`config.mk`:
```
export PLATFORM = sky130hd
export DESIGN_NAME = parser_field_serializer_flat
export DESIGN_NICKNAME = d
export VERILOG_FILES = /design/src/rtl/parser_field_serializer_if.sv /design/src/rtl/parser_field_serializer.sv /design/src/flat_wrapper.sv
export SDC_FILE = /design/constraint.sdc
export NUM_CORES = 1
export LEC_CHECK = 0
export BUFFER_PORTS_ARGS = -buffer_cell sky130_fd_sc_hd__buf_2
export CORE_MARGIN = 1
export CORE_UTILIZATION = 34
export CTS_CLUSTER_DIAMETER = 60
export DETAILED_ROUTE_END_ITERATION = 8
export GPL_ROUTABILITY_DRIVEN = 0
export RECOVER_POWER = 25
export SLEW_MARGIN = 15
export SYNTH_ARGS = -nofsm -noshare
export SYNTH_HDL_FRONTEND = slang
export SYNTH_SLANG_ARGS = --single-unit
```
`constraint.sdc`:
```
create_clock -name Clk -period 9.5 [get_ports Clk]
set_input_delay 0.475 -clock Clk [delete_from_list [all_inputs] [get_ports Clk]]
set_output_delay 0.475 -clock Clk [all_outputs]
set_load 0.005 [all_outputs]
```
`src/rtl/parser_field_serializer_if.sv`:
```
// Capture-side and stream-side signals of the field serializer.
// The slave modport is the serializer's view; the master modport is the producer/consumer view.
interface parser_field_serializer_if #(
  parameter int unsigned FIELD_NUMBER   = 4,
  parameter int unsigned FIELD_SIZE_MAX = 4
);
  localparam int unsigned W  = FIELD_SIZE_MAX * 8;
  localparam int unsigned IW = (FIELD_NUMBER > 1) ? $clog2(FIELD_NUMBER) : 1;

  logic                      In_AllValues_Ready;
  logic [FIELD_NUMBER-1:0]   In_Valid;
  logic [FIELD_NUMBER*W-1:0] In_Field;
  logic [FIELD_NUMBER-1:0]   In_Error;

  logic                      Out_Valid;
  logic                      Out_Ready;
  logic [W-1:0]              Out_Field;
  logic [IW-1:0]             Out_Index;
  logic                      Out_FieldValid;
  logic                      Out_Error;
  logic                      Out_Sop;
  logic                      Out_Eop;

  modport slave (
    input  In_AllValues_Ready, In_Valid, In_Field, In_Error, Out_Ready,
    output Out_Valid, Out_Field, Out_Index, Out_FieldValid, Out_Error, Out_Sop, Out_Eop
  );

  modport master (
    output In_AllValues_Ready, In_Valid, In_Field, In_Error, Out_Ready,
    input  Out_Valid, Out_Field, Out_Index, Out_FieldValid, Out_Error, Out_Sop, Out_Eop
  );
endinterface

```
`src/rtl/parser_field_serializer.sv`:
```
// Buffers parsed field vectors as records in a small FIFO and streams them out
// one field per valid/ready beat; records arriving while full are dropped and counted.
module parser_field_serializer #(
  parameter int unsigned FIELD_NUMBER   = 4,
  parameter int unsigned FIELD_SIZE_MAX = 4,
  parameter int unsigned FIFO_DEPTH     = 2
) (
  input  logic                        Clk,
  input  logic                        Rst,
  parser_field_serializer_if.slave    bus,
  output logic [15:0]                 Drop_Count,
  output logic                        Busy
);
  localparam int unsigned W  = FIELD_SIZE_MAX * 8;
  localparam int unsigned IW = (FIELD_NUMBER > 1) ? $clog2(FIELD_NUMBER) : 1;
  localparam int unsigned PW = $clog2(FIFO_DEPTH);
  localparam int unsigned CW = PW + 1;
  localparam int unsigned FW = FIELD_NUMBER * W;
  localparam logic [IW-1:0] LAST_IDX = IW'(FIELD_NUMBER - 1);

  typedef enum logic {IDLE, SEND} state_e;

  logic [FW-1:0]           field_mem [FIFO_DEPTH];
  logic [FIELD_NUMBER-1:0] valid_mem [FIFO_DEPTH];
  logic [FIELD_NUMBER-1:0] error_mem [FIFO_DEPTH];

  state_e        state_q, state_d;
  logic [IW-1:0] idx_q, idx_d;
  logic [PW-1:0] wr_ptr_q, wr_ptr_d, rd_ptr_q, rd_ptr_d;
  logic [CW-1:0] count_q, count_d;
  logic [15:0]   drop_q, drop_d;
  logic          busy_q, busy_d;
  logic          out_valid_q, out_valid_d;
  logic [W-1:0]  out_field_q, out_field_d;
  logic [IW-1:0] out_index_q, out_index_d;
  logic          out_fvalid_q, out_fvalid_d;
  logic          out_error_q, out_error_d;
  logic          out_sop_q, out_sop_d;
  logic          out_eop_q, out_eop_d;

  logic                    hs_c, pop_c, push_c, bypass_c, load_c;
  logic [FW-1:0]           head_field_c;
  logic [FIELD_NUMBER-1:0] head_valid_c, head_error_c;

  // Record storage; no reset needed since pointers and count gate every read.
  always_ff @(posedge Clk) begin
    if (push_c) begin
      field_mem[wr_ptr_q] <= bus.In_Field;
      valid_mem[wr_ptr_q] <= bus.In_Valid;
      error_mem[wr_ptr_q] <= bus.In_Error;
    end
  end

  always_ff @(posedge Clk) begin
    if (Rst) begin
      state_q      <= IDLE;
      idx_q        <= '0;
      wr_ptr_q     <= '0;
      rd_ptr_q     <= '0;
      count_q      <= '0;
      drop_q       <= '0;
      busy_q       <= 1'b0;
      out_valid_q  <= 1'b0;
      out_field_q  <= '0;
      out_index_q  <= '0;
      out_fvalid_q <= 1'b0;
      out_error_q  <= 1'b0;
      out_sop_q    <= 1'b0;
      out_eop_q    <= 1'b0;
    end else begin
      state_q      <= state_d;
      idx_q        <= idx_d;
      wr_ptr_q     <= wr_ptr_d;
      rd_ptr_q     <= rd_ptr_d;
      count_q      <= count_d;
      drop_q       <= drop_d;
      busy_q       <= busy_d;
      out_valid_q  <= out_valid_d;
      out_field_q  <= out_field_d;
      out_index_q  <= out_index_d;
      out_fvalid_q <= out_fvalid_d;
      out_error_q  <= out_error_d;
      out_sop_q    <= out_sop_d;
      out_eop_q    <= out_eop_d;
    end
  end

  always_comb begin
    state_d      = state_q;
    idx_d        = idx_q;
    wr_ptr_d     = wr_ptr_q;
    rd_ptr_d     = rd_ptr_q;
    count_d      = count_q;
    drop_d       = drop_q;
    out_field_d  = out_field_q;
    out_index_d  = out_index_q;
    out_fvalid_d = out_fvalid_q;
    out_error_d  = out_error_q;
    out_sop_d    = out_sop_q;
    out_eop_d    = out_eop_q;

    hs_c   = (state_q == SEND) && bus.Out_Ready;
    pop_c  = hs_c && (idx_q == LAST_IDX);
    // A full buffer still takes a record when the head leaves on the same edge.
    push_c = bus.In_AllValues_Ready && ((count_q < CW'(FIFO_DEPTH)) || pop_c);

    if (push_c) wr_ptr_d = wr_ptr_q + PW'(1);
    if (pop_c)  rd_ptr_d = rd_ptr_q + PW'(1);
    count_d = count_q + CW'(push_c) - CW'(pop_c);
    if (bus.In_AllValues_Ready && !push_c && (drop_q != 16'hFFFF))
      drop_d = drop_q + 16'd1;
    busy_d = (count_d != '0);

    case (state_q)
      IDLE: begin
        if (count_q != '0) begin
          state_d = SEND;
          idx_d   = '0;
        end
      end
      SEND: begin
        if (hs_c) begin
          if (!pop_c) begin
            idx_d = idx_q + IW'(1);
          end else begin
            idx_d   = '0;
            state_d = (count_d != '0) ? SEND : IDLE;
          end
        end
      end
      default: state_d = IDLE;
    endcase

    // The next head may be the record being written this very edge.
    bypass_c     = push_c && (wr_ptr_q == rd_ptr_d);
    head_field_c = bypass_c ? bus.In_Field : field_mem[rd_ptr_d];
    head_valid_c = bypass_c ? bus.In_Valid : valid_mem[rd_ptr_d];
    head_error_c = bypass_c ? bus.In_Error : error_mem[rd_ptr_d];

    out_valid_d = (state_d == SEND);
    load_c      = (state_d == SEND) && ((state_q == IDLE) || hs_c);
    if (load_c) begin
      out_field_d  = head_field_c[32'(idx_d) * W +: W];
      out_index_d  = idx_d;
      out_fvalid_d = head_valid_c[idx_d];
      out_error_d  = head_error_c[idx_d];
      out_sop_d    = (idx_d == '0);
      out_eop_d    = (idx_d == LAST_IDX);
    end
  end

  assign bus.Out_Valid      = out_valid_q;
  assign bus.Out_Field      = out_field_q;
  assign bus.Out_Index      = out_index_q;
  assign bus.Out_FieldValid = out_fvalid_q;
  assign bus.Out_Error      = out_error_q;
  assign bus.Out_Sop        = out_sop_q;
  assign bus.Out_Eop        = out_eop_q;
  assign Drop_Count         = drop_q;
  assign Busy               = busy_q;
endmodule

```
`src/flat_wrapper.sv`:
```
// flat-port wrapper written by rule: the top's interface ports become plain ports
module parser_field_serializer_flat 
#(
  parameter int unsigned FIELD_NUMBER   = 4,
  parameter int unsigned FIELD_SIZE_MAX = 4,
  parameter int unsigned FIFO_DEPTH     = 2
)
  (Clk, Rst, Drop_Count, Busy, bus_In_AllValues_Ready, bus_In_Valid, bus_In_Field, bus_In_Error, bus_Out_Ready, bus_Out_Valid, bus_Out_Field, bus_Out_Index, bus_Out_FieldValid, bus_Out_Error, bus_Out_Sop, bus_Out_Eop);
  parser_field_serializer_if #(.FIELD_NUMBER(FIELD_NUMBER), .FIELD_SIZE_MAX(FIELD_SIZE_MAX)) bus_i ();
  input  logic Clk;
  input  logic Rst;
  output logic [15:0] Drop_Count;
  output logic Busy;
  input wire logic [$bits(bus_i.In_AllValues_Ready)-1:0] bus_In_AllValues_Ready;
  input wire logic [$bits(bus_i.In_Valid)-1:0] bus_In_Valid;
  input wire logic [$bits(bus_i.In_Field)-1:0] bus_In_Field;
  input wire logic [$bits(bus_i.In_Error)-1:0] bus_In_Error;
  input wire logic [$bits(bus_i.Out_Ready)-1:0] bus_Out_Ready;
  output wire logic [$bits(bus_i.Out_Valid)-1:0] bus_Out_Valid;
  output wire logic [$bits(bus_i.Out_Field)-1:0] bus_Out_Field;
  output wire logic [$bits(bus_i.Out_Index)-1:0] bus_Out_Index;
  output wire logic [$bits(bus_i.Out_FieldValid)-1:0] bus_Out_FieldValid;
  output wire logic [$bits(bus_i.Out_Error)-1:0] bus_Out_Error;
  output wire logic [$bits(bus_i.Out_Sop)-1:0] bus_Out_Sop;
  output wire logic [$bits(bus_i.Out_Eop)-1:0] bus_Out_Eop;
  assign bus_i.In_AllValues_Ready = bus_In_AllValues_Ready;
  assign bus_i.In_Valid = bus_In_Valid;
  assign bus_i.In_Field = bus_In_Field;
  assign bus_i.In_Error = bus_In_Error;
  assign bus_i.Out_Ready = bus_Out_Ready;
  assign bus_Out_Valid = bus_i.Out_Valid;
  assign bus_Out_Field = bus_i.Out_Field;
  assign bus_Out_Index = bus_i.Out_Index;
  assign bus_Out_FieldValid = bus_i.Out_FieldValid;
  assign bus_Out_Error = bus_i.Out_Error;
  assign bus_Out_Sop = bus_i.Out_Sop;
  assign bus_Out_Eop = bus_i.Out_Eop;
  parser_field_serializer #(.FIELD_NUMBER(FIELD_NUMBER), .FIELD_SIZE_MAX(FIELD_SIZE_MAX), .FIFO_DEPTH(FIFO_DEPTH)) u_core (.Clk(Clk), .Rst(Rst), .bus(bus_i), .Drop_Count(Drop_Count), .Busy(Busy));
endmodule
```
==> impl_results.md, run 1 <==
* Post-synthesis cell count at 927
* CTS Buf Count at 39
* WL final at approximately 35000 um
* Hold Path Class: input pin to register
* Internal power at between 2 and 3 mW
* Period Utilization, post-route at between 40% and 50%
* CTS Hold Bufs at 0
* Clk slew on worst S/H paths at ~50 ps
* Post-route DRC at 0
* Total Power at 3.67 mW
* Yosys warns at 0
* Final TNS setup at 0 ps
* Starting density of the core at between 30% and 40%
* PD cells at 221 nW/um^2
* IO Pins at about 200
* Most common cell after layout, fill and taps aside: edfxtp_1
* CP endpoint kind: register
* Mapped Nets at between 1000 and 1500
* Reg-to-reg slack, setup at 5670 ps
* Share of post-route cells with drive strength above 1 at slightly above 20%
* Register area at roughly 9400 um^2
* Sequential Power Share at 48.3%
* Multi-input logic area at 4300 um^2
* Post-synth EDFFs at ~270
* Die area at between 40000 and 50000 um^2
* Sequential cell area fraction in the yosys report at 67.1%
* Layout area overhead at 18.3%
* Detailed placement HPWL at 22100 um
* Hold Vio Cnt, Final at 0
* XOR/XNOR Fraction of Synth Area at approximately 1.2%
* WP data arrival at 3990 ps
* Layout fillers at between 3000 and 4000
* CTS tree: built
* Ys async rst share at 0%
* Die height at ~210 um
* Antenna Nets Post-Route at 0
* Setup violations, final at 0
* Commonest cells after routing, fill and taps aside: edfxtp_1, mux2i_1, buf_2, clkbuf_1, nand2_1
* Clk_skew at just over 20 ps
* Grt met3 use at ~4.7%
* Postcts setup bufs at 0
* Fraction of the mapped netlist area in adder cells at less than 1%
* #FFs+latches synth at 334
* Comb pwr share at 12.8%
* Pins Over Slew Limit at 0
* Initial DRC Count at roughly 690
* First-pass iteration count of the detailed router at 6
* Area of the core at between 40000 and 50000 um^2
* Main combinational cell family by area after synthesis: multiplexers
* Max Buffers Root-to-Sink at 3
* Routed WL per cell at slightly above 20 um
* All-Layer GR Usage at between 10% and 20%
* Most common flop cell mapped by yosys: edfxtp_1
* Row cnt at between 70 and 80
* Max-cap violation count at 0
* First-pass GRT wire length at 52100 um
* Post-cts resize count at 0
* Final instance area at around 17000 um^2
* Simple-Gate Fraction of Synth Area at 6.51%
* Worst slew pin tran at ~1100 ps
* Unrepaired setup endpoints after global routing: no
* Die Width at 205 um
* Met2 usage at between 20 and 25%
* Mux contribution to synthesized area at between 10 and 15%
* Gr busiest metal: met2
* Critical Path RT at 9660 ps
* Setup Crit Path Kind: register to register
* Sw Ratio at ~25%
* Max-slew headroom at 24.0%
* Clock share of power at roughly two fifths
* Synth unique cells at 56
* Vias after detailed routing at approximately 8600
* Tmin final at about 3800 ps
* Critical Path Fanout Max at just under 70
* Number of global-route vias before repair at between 8000 and 9000
* Clk Latency, worst-skew pair at approximately 550 ps
* Compound-cell area share of the yosys netlist at under 10%
* Sw power at around 920 uW
* Largest net degree at the start of global routing at around 150
* Clock root buffer: clkbuf_16
* Placed Area at 15500 um^2
* Via/cell ratio at about 5.1
* Peak supply drop at roughly 0.14 mV
* P_leak at about 6.4 nW
* Post-Syn Area per Cell at around 15 um^2
* Max Fclk at roughly 0.26 GHz
* CTS H-tree depth at 2
* Met1 GRT Util at about 23%
* # port buffers at 195
* Startpoint Class: register
* Mapped Area at between 10000 and 15000 um^2
* Grt ovf at 0
* Status: finished clean
* Nets at 1254
* Clock tree sinks at 334
* Antenna violations before repair at 10
## kinds of logic (layout without fill, tap and decap cells)
kind of cell,after synthesis,in the layout
adder cells (fa/ha/maj),2,2
AO/OA/AOI/OAI,143,143
multiplexers,162,162
AND/OR/NAND/NOR,203,203
flip-flops,334,334
XOR/XNOR,19,19
other,0,5
buffers and inverters,64,279
## worst max-delay path, stage by stage, from the launching register on
cell and delay, ps:
dfxtp_1 630, nand3_1 320, nand2_1 180, nand2_1 130, nor2_4 500, buf_4 860
buf_4 730
## area by class of cell
cell class	count	share of cell area, %
repair buffers	207	5.85
flip-flops and latches	334	56.7
diodes	5	0.0754
well taps	532	4.01
clock inverters	12	0.799
multi-input cells	529	25.9
clock buffers	59	6.63
inverters	1	0.0226
## cells in the mapped netlist (13+ instances only)
library cell / count / area share (%)
buf_2: 21 / 0.75
mux2i_1: 116 / 8.3
xor2_1: 13 / 0.81
nor2_1: 37 / 0.99
edfxtp_1: 272 / 58
a21oi_1: 29 / 1.0
a221o_1: 22 / 1.6
dfxtp_1: 62 / 8.8
nand2_1: 99 / 2.6
nand3_1: 36 / 1.3
mux4_2: 32 / 5.1
o21ai_0: 13 / 0.46
o211a_1: 22 / 1.6
clkbuf_1: 22 / 0.59
## power by group through the flow
| stage | combinational (mW) | sequential [mW] | clock (mW) |
|---|---|---|---|
| after floorplan | 0.298 | 1.81 | 0 |
| after global placement | 0.476 | 1.80 | 0 |
| after detailed placement | 0.481 | 1.80 | 0 |
| after CTS | 0.482 | 1.77 | 1.47 |
| after global routing | 0.519 | 1.78 | 1.52 |
| final | 0.471 | 1.77 | 1.42 |
## layer usage
| layer | up-vias | wire length (um) |
|---|---|---|
| li1 | 3989 | - |
| met1 | 4302 | 15700 |
| met2 | 238 | 15400 |
| met3 | 70 | 2410 |
| met4 | 10 | 1000 |
| met5 | - | 79 |
## registers in the layout, indices dropped and copies added (netlist names), 2 cells and up
signal,flops
u_core.valid_mem,8
u_core.bus.Out_Field,32
u_core.count_q,2
u_core.bus.Out_Index,2
u_core.error_mem,8
u_core.field_mem,256
u_core.idx_q,2
u_core.Drop_Count,16
## final timing paths
kind / cells after the start / start / endpoint
setup / recovery: 6 / u_core.bus.Out_Valid$_SDFF_PP0_ / u_core.field_mem[0][85]$_DFFE_PP_
hold / removal: 1 / bus_In_Field[42] / u_core.field_mem[0][42]$_DFFE_PP_
setup reg to reg: 6 / u_core.bus.Out_Valid$_SDFF_PP0_ / u_core.field_mem[0][85]$_DFFE_PP_
hold reg to reg: 2 / u_core.bus.Out_Eop$_SDFFE_PP0P_ / u_core.bus.Out_Eop$_SDFFE_PP0P_
## stage by stage
step	setup WS, ps	util, %	instances	hold slack (ps)
finish	5670	40.7	1679	149
global route	5390	40.7	1677	135
CTS	5640	41.0	1674	103
detailed placement	5660	38.0	1603	450
global placement	5710	38.0	1603	446
floorplan	2220	-	927	453
(Power assumes the default switching activity.)
==> run 2: changes to the inputs <==
--- a/config.mk
+++ b/config.mk
@@ -5,6 +5,7 @@
 export SDC_FILE = /design/constraint.sdc
 export NUM_CORES = 1
 export LEC_CHECK = 0
+export ABC_AREA = 1
 export BUFFER_PORTS_ARGS = -buffer_cell sky130_fd_sc_hd__buf_2
 export CORE_MARGIN = 1
 export CORE_UTILIZATION = 34
==> constraint.sdc (replaced) <==
create_clock -name Clk -period 3.6 [get_ports Clk]
set_input_delay 0.18 -clock Clk [delete_from_list [all_inputs] [get_ports Clk]]
set_output_delay 0.18 -clock Clk [all_outputs]
set_load 0.005 [all_outputs]
==> impl_results.md, run 2 <==
* Status: finished clean (unchanged)
* Starting density of the core at 34.7% (was 34.4%)
* Clk_skew at 14.3 ps (was 20.5 ps)
* Startpoint Class: register (unchanged)
* Grt ovf at 0 (unchanged)
* Hold Vio Cnt, Final at 0 (unchanged)
* Area of the core at 45800 um^2 (was 40700 um^2)
* Period Utilization, post-route at 80.9% (was 40.4%)
* Setup violations, final at 0 (unchanged)
* Critical Path Fanout Max at 35 (was 69)
* Ys async rst share at 0% (unchanged)
* Post-synth EDFFs at 272 (unchanged)
* Count leader, synth: nand2_1 (was edfxtp_1)
* Top reg by flops: u_core.field_mem (unchanged)
* Antenna Nets Post-Route at 0 (unchanged)
* Synth top area cells: edfxtp_1, nand2_1, dfxtp_1 (was edfxtp_1, dfxtp_1, mux2i_1)
* Top-area cell type share of the netlist area at 51.4% (was 58.2%)
* Final TNS setup at 0 ps (unchanged)
* Post-cts resize count at 0 (unchanged)
* Layout fillers at 4436 (was 3859)
* Reg-to-reg slack, setup at 690 ps (was 5670 ps)
* WP data arrival at 3300 ps (was 3990 ps)
* Pins Over Slew Limit at 0 (unchanged)
* Clock tree sinks at 334 (unchanged)
* Clk Latency, worst-skew pair at 530 ps (was 550 ps)
* Synth top cells by count: nand2_1, edfxtp_1, inv_1 (was edfxtp_1, mux2i_1, nand2_1)
* Routed WL per cell at 16.8 um (was 20.6 um)
* Via/cell ratio at 4.77 (was 5.13)
* Share of post-route cells with drive strength above 1 at 9.68% (was 20.7%)
* Die height at 218 um (was 205 um)
* Detailed placement HPWL at 28800 um (was 22100 um)
* First-pass iteration count of the detailed router at 5 (was 6)
* Mapped Nets at 1980 (was 1069)
* Layout area overhead at 25.9% (was 18.3%)
* Max-slew headroom at 23.6% (was 24.0%)
* Max Buffers Root-to-Sink at 3 (unchanged)
* Post-synthesis cell count at 1838 (was 927)
* Clk slew on worst S/H paths at 60 ps (was 50 ps)
* Synth area leader: edfxtp_1 (unchanged)
* First-pass GRT wire length at 71900 um (was 52100 um)
* Antenna violations before repair at 6 (was 10)
* Mapped Area at 15900 um^2 (was 14000 um^2)
* # port buffers at 195 (unchanged)
* Worst slew pin tran at 1150 ps (was 1140 ps)
* Max-cap violation count at 0 (unchanged)
* Yosys warns at 0 (unchanged)
* All-Layer GR Usage at 19.4% (was 16.4%)
* CTS tree: built (unchanged)
* Share of the core filled with cells at 43.7% (was 40.7%)
* Nets at 2274 (was 1254)
* Commonest cells after routing, fill and taps aside: nand2_1, edfxtp_1, inv_1, nand3_1, dlygate4sd3_1 (was edfxtp_1, mux2i_1, buf_2, clkbuf_1, nand2_1)
* Die area at 47600 um^2 (was 42100 um^2)
* Initial DRC Count at 891 (was 691)
* Row cnt at 78 (was 74)
* CP endpoint kind: register (unchanged)
* Synth unique cells at 33 (was 56)
* CTS Buf Count at 37 (was 39)
* Largest net degree at the start of global routing at 136 (was 149)
* IO Pins at 196 (unchanged)
* WL final at 46400 um (was 34600 um)
* Setup Crit Path Kind: register to register (unchanged)
* Die Width at 218 um (was 205 um)
* Most common flop cell mapped by yosys: edfxtp_1 (unchanged)
* Number of global-route vias before repair at 12620 (was 8524)
* Clock root buffer: clkbuf_16 (unchanged)
* PD cells at 487 nW/um^2 (was 221 nW/um^2)
* Tmin final at 2910 ps (was 3830 ps)
* Max reg flops at 256 (unchanged)
* Post-Syn Area per Cell at 8.64 um^2 (was 15.1 um^2)
* #FFs+latches synth at 334 (unchanged)
* Hold Path Class: input pin to register (unchanged)
* Critical Path RT at 3990 ps (was 9660 ps)
* Peak supply drop at 0.234 mV (was 0.138 mV)
* Sequential cell area fraction in the yosys report at 59.2% (was 67.1%)
* Unrepaired setup endpoints after global routing: no (unchanged)
* Vias after detailed routing at 13168 (was 8609)
* CTS H-tree depth at 2 (unchanged)
* Max Fclk at 0.343 GHz (was 0.261 GHz)
* P_leak at 8.80 nW (was 6.39 nW)
* Most common cell after layout, fill and taps aside: nand2_1 (was edfxtp_1)
* Post-route DRC at 0 (unchanged)
[run 2: timing repair]
action                                 in CTS  in global routing
endpoints found under the hold margin     272                  0
buffers inserted                            0                  0
hold buffers                              136                  0
[run 2: logic make-up after synthesis]
group	Yosys count	synth area share [%]
simple gates	1061	27.9
flops	334	59.2
fa+ha+maj	2	0.158
compound gates	98	3.69
xor+xnor	3	0.165
buf+inv	340	8.84
[run 2: critical path, stage by stage (launching register included)]
cell,delay [ps]
dfxtp_1,370
ha_1,250
nand3_2,170
nand2_1,120
nand2_1,170
inv_2,130
nand2_2,70
clkinv_1,40
nand2_1,70
nand2_1,80
nor2_2,50
nor2_4,340
clkinv_2,590
nand2_1,210
a21oi_1,80
[run 2: area by class of cell]
type,count,area [um^2],share of cell area [%]
Tap cell,600,751,3.75
Clock inverter,17,181,0.907
Multi-Input combinational cell,1164,5120,25.6
Inverter,238,895,4.47
Sequential cell,334,9410,47.0
Clock buffer,49,1030,5.17
Timing Repair Buffer,357,2600,13.0
Antenna cell,4,10.0,0.0501
[run 2: worst paths after layout]
check | depth (start not counted) | end | startpoint
max | 14 | u_core.bus.Out_Field[12]$_SDFFE_PP0P_ | u_core.idx_q[1]$_SDFF_PP0_
min | 2 | u_core.bus.Out_Sop$_SDFFE_PP0P_ | Rst
max reg2reg | 14 | u_core.bus.Out_Field[12]$_SDFFE_PP0P_ | u_core.idx_q[1]$_SDFF_PP0_
min reg2reg | 2 | u_core.bus.Out_Field[29]$_SDFFE_PP0P_ | u_core.bus.Out_Field[29]$_SDFFE_PP0P_
[run 2: stage by stage]
stage                     std cells  area (um^2)  power (mW)  hold slack [ps]  worst slack (ps)
after floorplan                1838        15900        5.43              264             -1280
after global placement         2557        17500        5.89              384               845
after detailed placement       2557        17500        5.92              385               757
after CTS                      2759        20100        9.85              157               739
after global routing           2762        20000        10.2              191               391
final                          2763        20000        9.74              182               687
[run 2: power breakdown]
| part | internal, mW | switching (mW) |
|---|---|---|
| logic | 0.512 | 0.881 |
| clock network | 2.30 | 1.50 |
| registers | 4.46 | 0.0915 |
| total | 7.27 | 2.47 |
[run 2: layer usage]
| layer | global-route usage, % | wire length [um] |
|---|---|---|
| met1 | 27.6 | 21800 |
| met2 | 29.7 | 20500 |
| met3 | 3.69 | 2810 |
| met4 | 6.36 | 1310 |
| met5 | 0 | 23 |
